<file path="src/rtl/hazard_scoreboard_if.sv">
// ID-stage request and stall/issue response bundle for the hazard scoreboard.
// The master side is the ID stage; the slave side is the scoreboard.
interface hazard_scoreboard_if #(
  parameter int unsigned NREGS = 32
);
  logic             id_valid;
  logic [4:0]       id_rs1;
  logic [4:0]       id_rs2;
  logic             id_rs1_used;
  logic             id_rs2_used;
  logic [4:0]       id_rd;
  logic             id_regWrite;
  logic             id_memRead;
  logic             id_isMul;
  logic             flush;
  logic             stall;
  logic             issue;
  logic [NREGS-1:0] busy_vec;

  modport master (
    output id_valid, id_rs1, id_rs2, id_rs1_used, id_rs2_used, id_rd,
           id_regWrite, id_memRead, id_isMul, flush,
    input  stall, issue, busy_vec
  );

  modport slave (
    input  id_valid, id_rs1, id_rs2, id_rs1_used, id_rs2_used, id_rd,
           id_regWrite, id_memRead, id_isMul, flush,
    output stall, issue, busy_vec
  );
endinterface

</file>
<file path="src/rtl/hazard_scoreboard.sv">
// Per-register pending counters that stall ID until long-latency results can be forwarded.
// Optional STALL_STATS_EN adds stall_cycles/raw_stalls performance counters.
module hazard_scoreboard #(
  parameter int unsigned NREGS    = 32,
  parameter int unsigned CNT_W    = 3,
  parameter int unsigned LOAD_LAT = 1,
  parameter int unsigned MUL_LAT  = 4
) (
  input  logic               clk,
  input  logic               reset_n,
  hazard_scoreboard_if.slave sb
`ifdef STALL_STATS_EN
  ,
  output logic [31:0]        stall_cycles,
  output logic [31:0]        raw_stalls
`endif
);

  localparam logic [4:0] Xzr = 5'd31;

  logic [CNT_W-1:0] cnt_q [NREGS];
  logic [CNT_W-1:0] cnt_d [NREGS];
  logic [CNT_W-1:0] lat;
  logic             raw, waw, stall, issue;

  always_comb begin
    lat = '0;
    if (sb.id_isMul) begin
      lat = CNT_W'(MUL_LAT);
    end else if (sb.id_memRead) begin
      lat = CNT_W'(LOAD_LAT);
    end
  end

  always_comb begin
    raw   = (sb.id_rs1_used && (sb.id_rs1 != Xzr) && (cnt_q[sb.id_rs1] != '0)) ||
            (sb.id_rs2_used && (sb.id_rs2 != Xzr) && (cnt_q[sb.id_rs2] != '0));
    // An older write still outstanding past our own latency would retire after us.
    waw   = sb.id_regWrite && (sb.id_rd != Xzr) && (cnt_q[sb.id_rd] > lat);
    stall = sb.id_valid && !sb.flush && (raw || waw);
    issue = sb.id_valid && !stall && !sb.flush;
  end

  always_comb begin
    for (int unsigned i = 0; i < NREGS; i++) begin
      cnt_d[i] = '0;
      if (!sb.flush && (cnt_q[i] != '0)) begin
        cnt_d[i] = cnt_q[i] - 1'b1;
      end
    end
    if (issue && sb.id_regWrite && (sb.id_rd != Xzr)) begin
      cnt_d[sb.id_rd] = lat;
    end
    cnt_d[NREGS-1] = '0;
  end

  always_ff @(posedge clk or negedge reset_n) begin
    if (!reset_n) begin
      cnt_q <= '{default: '0};
    end else begin
      cnt_q <= cnt_d;
    end
  end

  always_comb begin
    sb.stall    = stall;
    sb.issue    = issue;
    sb.busy_vec = '0;
    for (int unsigned i = 0; i < NREGS; i++) begin
      sb.busy_vec[i] = (cnt_q[i] != '0);
    end
  end

`ifdef STALL_STATS_EN
  logic [31:0] stall_cycles_q, stall_cycles_d;
  logic [31:0] raw_stalls_q, raw_stalls_d;

  always_comb begin
    stall_cycles_d = stall_cycles_q + 32'(stall);
    raw_stalls_d   = raw_stalls_q + 32'(stall && raw);
  end

  always_ff @(posedge clk or negedge reset_n) begin
    if (!reset_n) begin
      stall_cycles_q <= '0;
      raw_stalls_q   <= '0;
    end else begin
      stall_cycles_q <= stall_cycles_d;
      raw_stalls_q   <= raw_stalls_d;
    end
  end

  assign stall_cycles = stall_cycles_q;
  assign raw_stalls   = raw_stalls_q;
`endif

endmodule

</file>
<file path="src/flat_wrapper.sv">
// flat-port wrapper written by rule: the top's interface ports become plain ports
module hazard_scoreboard_flat 
#(
  parameter int unsigned NREGS    = 32,
  parameter int unsigned CNT_W    = 3,
  parameter int unsigned LOAD_LAT = 1,
  parameter int unsigned MUL_LAT  = 4
)
  (clk, reset_n, sb_id_valid, sb_id_rs1, sb_id_rs2, sb_id_rs1_used, sb_id_rs2_used, sb_id_rd, sb_id_regWrite, sb_id_memRead, sb_id_isMul, sb_flush, sb_stall, sb_issue, sb_busy_vec);
  hazard_scoreboard_if #(.NREGS(NREGS)) sb_i ();
  input  logic clk;
  input  logic reset_n;
  input wire logic [$bits(sb_i.id_valid)-1:0] sb_id_valid;
  input wire logic [$bits(sb_i.id_rs1)-1:0] sb_id_rs1;
  input wire logic [$bits(sb_i.id_rs2)-1:0] sb_id_rs2;
  input wire logic [$bits(sb_i.id_rs1_used)-1:0] sb_id_rs1_used;
  input wire logic [$bits(sb_i.id_rs2_used)-1:0] sb_id_rs2_used;
  input wire logic [$bits(sb_i.id_rd)-1:0] sb_id_rd;
  input wire logic [$bits(sb_i.id_regWrite)-1:0] sb_id_regWrite;
  input wire logic [$bits(sb_i.id_memRead)-1:0] sb_id_memRead;
  input wire logic [$bits(sb_i.id_isMul)-1:0] sb_id_isMul;
  input wire logic [$bits(sb_i.flush)-1:0] sb_flush;
  output wire logic [$bits(sb_i.stall)-1:0] sb_stall;
  output wire logic [$bits(sb_i.issue)-1:0] sb_issue;
  output wire logic [$bits(sb_i.busy_vec)-1:0] sb_busy_vec;
  assign sb_i.id_valid = sb_id_valid;
  assign sb_i.id_rs1 = sb_id_rs1;
  assign sb_i.id_rs2 = sb_id_rs2;
  assign sb_i.id_rs1_used = sb_id_rs1_used;
  assign sb_i.id_rs2_used = sb_id_rs2_used;
  assign sb_i.id_rd = sb_id_rd;
  assign sb_i.id_regWrite = sb_id_regWrite;
  assign sb_i.id_memRead = sb_id_memRead;
  assign sb_i.id_isMul = sb_id_isMul;
  assign sb_i.flush = sb_flush;
  assign sb_stall = sb_i.stall;
  assign sb_issue = sb_i.issue;
  assign sb_busy_vec = sb_i.busy_vec;
  hazard_scoreboard #(.NREGS(NREGS), .CNT_W(CNT_W), .LOAD_LAT(LOAD_LAT), .MUL_LAT(MUL_LAT)) u_core (.clk(clk), .reset_n(reset_n), .sb(sb_i));
endmodule
</file>
<file path="config.mk">
export PLATFORM = sky130hd
export DESIGN_NAME = hazard_scoreboard_flat
export DESIGN_NICKNAME = d
export VERILOG_FILES = /design/src/rtl/hazard_scoreboard_if.sv /design/src/rtl/hazard_scoreboard.sv /design/src/flat_wrapper.sv
export SDC_FILE = /design/constraint.sdc
export NUM_CORES = 1
export LEC_CHECK = 0
export CAP_MARGIN = 40
export CORE_MARGIN = 8
export CORE_UTILIZATION = 30
export DETAILED_ROUTE_END_ITERATION = 10
export PLACE_DENSITY_LB_ADDON = 0.2
export REMOVE_ABC_BUFFERS = 1
export SYNTH_ARGS = -nofsm -noshare
export SYNTH_HDL_FRONTEND = slang
export SYNTH_SLANG_ARGS = --single-unit
</file>
<file path="constraint.sdc">
create_clock -name clk -period 5.7 [get_ports clk]
set_input_delay 1.14 -clock clk [delete_from_list [all_inputs] [get_ports clk]]
set_output_delay 1.14 -clock clk [all_outputs]
set_load 0.02 [all_outputs]
</file>
# Yosys cells after proc, flatten, opt, wreduce, memory -nomap -nowiden
# Index checks and enable logic that the tools add are counted.
word_totals:
  ff_bits: 93
  latchBits: 0
  mem_bits_rw: 0
  mem_bits_ro: 0
  in_bits: 24
  wordCells: 200
  memories: 0
op_classes:
  addsub: 31
  multipliers: 0
  div: 0
  n_lt_le_gt_ge: 5
  eq_ne: 3
  shift: 0
  mux: 46
  bitwise: 3
  reduce_logical: 81
op_table:
  columns: ["op", "n"]
  rows:
  - ["$mux W3", 39]
  - ["$reduce_bool A3 Y1", 33]
  - ["$bwmux W96", 1]
  - ["$mux W96", 1]
  - ["$sub A3 B1 Y3 const B", 31]
  - ["$bmux W3 S5", 3]
  - ["$logic_and A1 B1 Y1", 44]
  - ["$ge A6 B6 Y1 const B", 3]
  - ["$not A5 Y6", 3]
  - ["$demux W3 S5", 1]
  - ["$ne A5 B5 Y1 const B", 3]
  - ["$lt A6 B1 Y1 const B", 1]
  - ["$gt A3 B3 Y1", 1]
  - ["$logic_not A1 Y1", 2]
  - ["$logic_or A1 B1 Y1", 2]
  - ["$mux W1", 1]

# Logic depth before layout (Yosys ltp)
logic_depth:
  depth_word: 15
  ltp_mapped: 17

# Worst setup path after synthesis
# No wires, ideal clock.
synth_path:
  kind: "in2out"
  from: "input sb_id_rd[0]"
  to: "output sb_issue"
  arrival_time_ps: 4911
  required_time_ps: 4560
  setup_slack_ps: -351
  stages: 15
  path_cell_list: "buf_4 -> clkbuf_1 -> buf_1 -> mux4_2 -> a22oi_1 -> nand4_1 -> ha_1 -> nand2b_1 -> a21oi_1 -> nor4_1 -> nand4_1 -> a211oi_4 -> buf_8 -> nand2_1 -> nor2_1"
synth_via:
  elab_chain_len: 11
  word_cells_on_any_way: 13
  cone_classes: "order compare: 1; eq/ne: 1; mux: 3; bitwise: 1; reduce/logical: 7"
synth_rtl:
  columns: ["element", "line", "rtl"]
  rows:
  - ["start, declared", "flat_wrapper.sv:18", "input wire logic [$bits(sb_i.id_rd)-1:0] sb_id_rd;"]
  - ["$not A5 Y6 (implied by the code)", "hazard_scoreboard.sv:39", "waw = sb.id_regWrite && (sb.id_rd != Xzr) && (cnt_q[sb.id_rd] > lat);"]
  - ["$bmux W3 S5", "hazard_scoreboard.sv:39", null]
  - ["$mux W3 (implied by the code) (2 in series)", "hazard_scoreboard.sv:39", null]
  - ["$gt A3 B3 Y1", "hazard_scoreboard.sv:39", null]
  - ["$logic_and A1 B1 Y1 *", "hazard_scoreboard.sv:39", null]
  - ["$logic_or A1 B1 Y1 *", "hazard_scoreboard.sv:40", "stall = sb.id_valid && !sb.flush && (raw || waw);"]
  - ["$logic_and A1 B1 Y1 *", "hazard_scoreboard.sv:40", null]
  - ["$logic_not A1 Y1 *", "hazard_scoreboard.sv:41", "issue = sb.id_valid && !stall && !sb.flush;"]
  - ["$logic_and A1 B1 Y1 * (2 in series)", "hazard_scoreboard.sv:41", null]
  - ["end, declared", "flat_wrapper.sv:24", "output wire logic [$bits(sb_i.issue)-1:0] sb_issue;"]
# Mark *: on every way between the ends. The rest lies on a longest branch, timed or not. The select of a mux whose other input is x is not followed.

# Worst setup path in the final report
layout_path:
  from: "input sb_id_rd[4]"
  to: "output sb_issue"
# The elaborated chain is that of the path after synthesis.

==> impl_metrics.ini <==
[min_path]
min_from = u_core.cnt_q[30]
hp-class = register to register
hold_depth = 3

[finish]
multi_input_area_mm2 = 0.00481
n_antenna_cell = 0
nNetsFinal = 932
largest_register = u_core.cnt_q
n_fill_cell = 2549
fin_cells = 1177
layout-drive-gt1-share_pct = 13.1
final_util_pct = 35.9
reg_top3 = u_core.cnt_q: 93 flops
syn_to_final_growth_pct = 18.2
seqCellArea_mm2 = 0.00233
largest_reg_flops = 93

[logic_synthesis]
synth.distinct_cells = 54
synth_area_leaders = dfrtp_1 (31%), ha_1 (11%), mux2i_1 (9.5%)
yosys_warnings = 0
yosysTopAreaCellShare_pct = 30.6
synth_seq_area_share_pct = 30.6
ys_ff_latch = 93
synth-edff-count = 0
postSynthAreaPerCell_um2 = 9.91
synthArstFlopShare_pct = 100
syn_inst = 767
syn_area_mm2 = 0.00760
ys.flop_type = dfrtp_1
yosys.area.top_type = dfrtp_1

[placed_design]
dp_hpwl_mm = 17.7
io_buffers = 56
gp_congestion = 0.871
dp_cells = 1161
place_ws_ns = -0.0316

[routing]
vias_per_cell = 5.13
wl_per_cell_um = 19.7
vias = 6037
antenna_left = 0
totalWireLength_mm = 23.2
drtIter0Drc = 537
drc = 0
firstDrtPassIters = 5

[worst_setup_path]
critPathMaxStageDelay_ns = 0.49
end_kind = primary output
critical_path.slowest_cell = clkdlybuf4s50_1
rr_startpoint = u_core.cnt_q[47]
path_max_fanout = 7
cp.arrival_ns = 4.33
crit_chain = clkdlybuf4s50_1 -> buf_4 -> and3_1 -> a22oi_1 -> nand4_1 -> ha_1 -> nand2b_1 -> a21oi_1 -> nor4_1 -> nand4_1 -> a211oi_4 -> buf_4 -> nand2_1 -> nor2_1 -> clkbuf_2
r2r_slack_ns = 1.76
rr_worst_depth = 13
critPathLaunchType = primary input
crit_start = sb_id_rd[4]
rr_endpoint = u_core.cnt_q[49]
critPathRequiredTime_ns = 4.56
path_class = primary input to primary output
cp-endpoint = sb_issue

[clock_tree]
cts_tree = done
clk_pin_slew_ns = 0.06
clk_latency_ns = 0.35
htree_levels = 3
clock_sinks = 93
root_buffer = clkbuf_16
cts_hold_buf = 0
cts_buffers = 9
clockBufferDepth = 2

[sta]
fmax_ghz = 0.183
max_slew_margin_pct = 55.6
clock_skew_ns = 0.0106
worst_pin_slew_ns = 0.665
hold_ws_ns = 0.610
rsz0062_at_grt = false
period_needed_ns = 5.47
finalSetupViolations = 0
fin_crit_sh_pct = 96.0
slew_violations = 0
final.setup.worst_slack_ns = 0.227
finalHoldViolations = 0

[power]
irDropWorstVdd_v = 0.000214
p_total_uw = 4600
p_leak_uw = 0.00440
power_density_mw_per_mm2 = 512

[grt]
grt_pass1_vias = 6023
antenna_found_initial = 0
grt_max_degree = 50
gr-total-overflow = 0
grt_usage_pct = 15.2
grt_pass1_wl_mm = 36.2

[floorplan]
die_y_um = 175
rows = 58
die_area_mm2 = 0.0307
io_pins = 58
initial_core_util_pct = 30.4
die_w_um = 175
core_area_mm2 = 0.0250

[outcome]
outcome = finished, final reports clean

[run]
maxCapViolCount = 0
[layout by cell type, fill, tap and decap left out, types with 3 or more instances in the layout]
cell	instances
dfrtp_1	93
nand2_1	79
inv_1	74
mux2i_1	72
ha_1	64
clkdlybuf4s50_1	50
buf_4	45
nand2b_1	37
nor3_1	33
and3b_1	32
nor2b_1	32
xor2_1	31
and3_1	27
mux4_2	24
nand3_4	18
nor4_1	17
nor2_1	12
a21oi_1	11
nand3_1	11
clkbuf_16	9
a22oi_1	8
o21ai_0	7
a31oi_1	6
a211oi_1	5
nand4_1	4
a311oi_1	4
a2111oi_0	4
nor4b_1	3
[power breakdown]
group	internal (uW)	switching [uW]	total (uW)	leakage, uW
combinational	1320	1440	2760	0.00301
sequential	931	338	1270	0.00125
clock	314	260	574	0.000134
total	2560	2040	4600	0.00440
[worst max-delay path: cells and delay by family]
| family | cells | cell delay, ns |
|---|---|---|
| adder cells (fa/ha/maj) | 1 | 0.29 |
| AND/OR/NAND/NOR | 7 | 1.13 |
| buffers and inverters | 4 | 1.04 |
| AO/OA/AOI/OAI | 3 | 0.71 |
[cell families after synthesis]
family	count (synthesis)	synth area share, %
buf+inv	108	6.43
xor+xnor	31	3.57
compound gates	57	5.50
simple gates	314	26.1
fa+ha+maj	64	10.5
flops	93	30.6
mux	99	17.2
other cells	1	0.0493
[metrics by stage]
stage	setup TNS (ns)	instance area, um2
after floorplan	-0.862	7390
after global placement	0	8690
after detailed placement	-0.0316	8690
after CTS	0	8970
after global routing	0	8990
final	0	8990
[layer usage]
layer / up-vias / track usage, % / share of wire [%]
li1: 2838 / - / -
met1: 2963 / 21.1 / 47
met2: 202 / 23.6 / 45
met3: 34 / 3.30 / 5.8
met4: 0 / 3.71 / 1.7
met5: - / 0 / 0
[worst min path at each step]
stage and endpoint:
3_3_place_gp u_core.cnt_q[30], 5_1_grt u_core.cnt_q[60], 6_report u_core.cnt_q[30], 2_1_floorplan u_core.cnt_q[27], 3_5_place_dp u_core.cnt_q[60], 4_1_cts u_core.cnt_q[60]
[cell type report]
cell class	instances	area share [%]
clock buffer	12	2.85
tap	330	4.59
inverter	74	3.09
sequential	93	25.9
clock inverter	2	0.111
multi-input combinational	566	53.5
timing repair buffer	100	9.94
[synthesized netlist by cell type (4+ instances only)]
cell type,count
nor4_1,17
and3_1,27
a21oi_1,11
dfrtp_1,93
mux2i_1,72
a22oi_1,8
nand3_4,18
a211oi_1,5
nand2_1,79
nand2b_1,37
and3b_1,32
xor2_1,31
nor2b_1,32
nand3_1,11
buf_2,4
mux4_2,24
a311oi_1,4
clkbuf_1,15
a2111oi_0,4
nor2_1,12
inv_1,74
a31oi_1,6
o21ai_0,7
ha_1,64
nand4_1,4
buf_4,6
nor3_1,34
[what timing repair did]
action / in CTS / in global routing
buffers inserted: 0 / 2
setup endpoints to repair: 2 / 2
pin swaps: 1 / 2
resized for setup: 2 / 5
(Power assumes the default switching activity.)
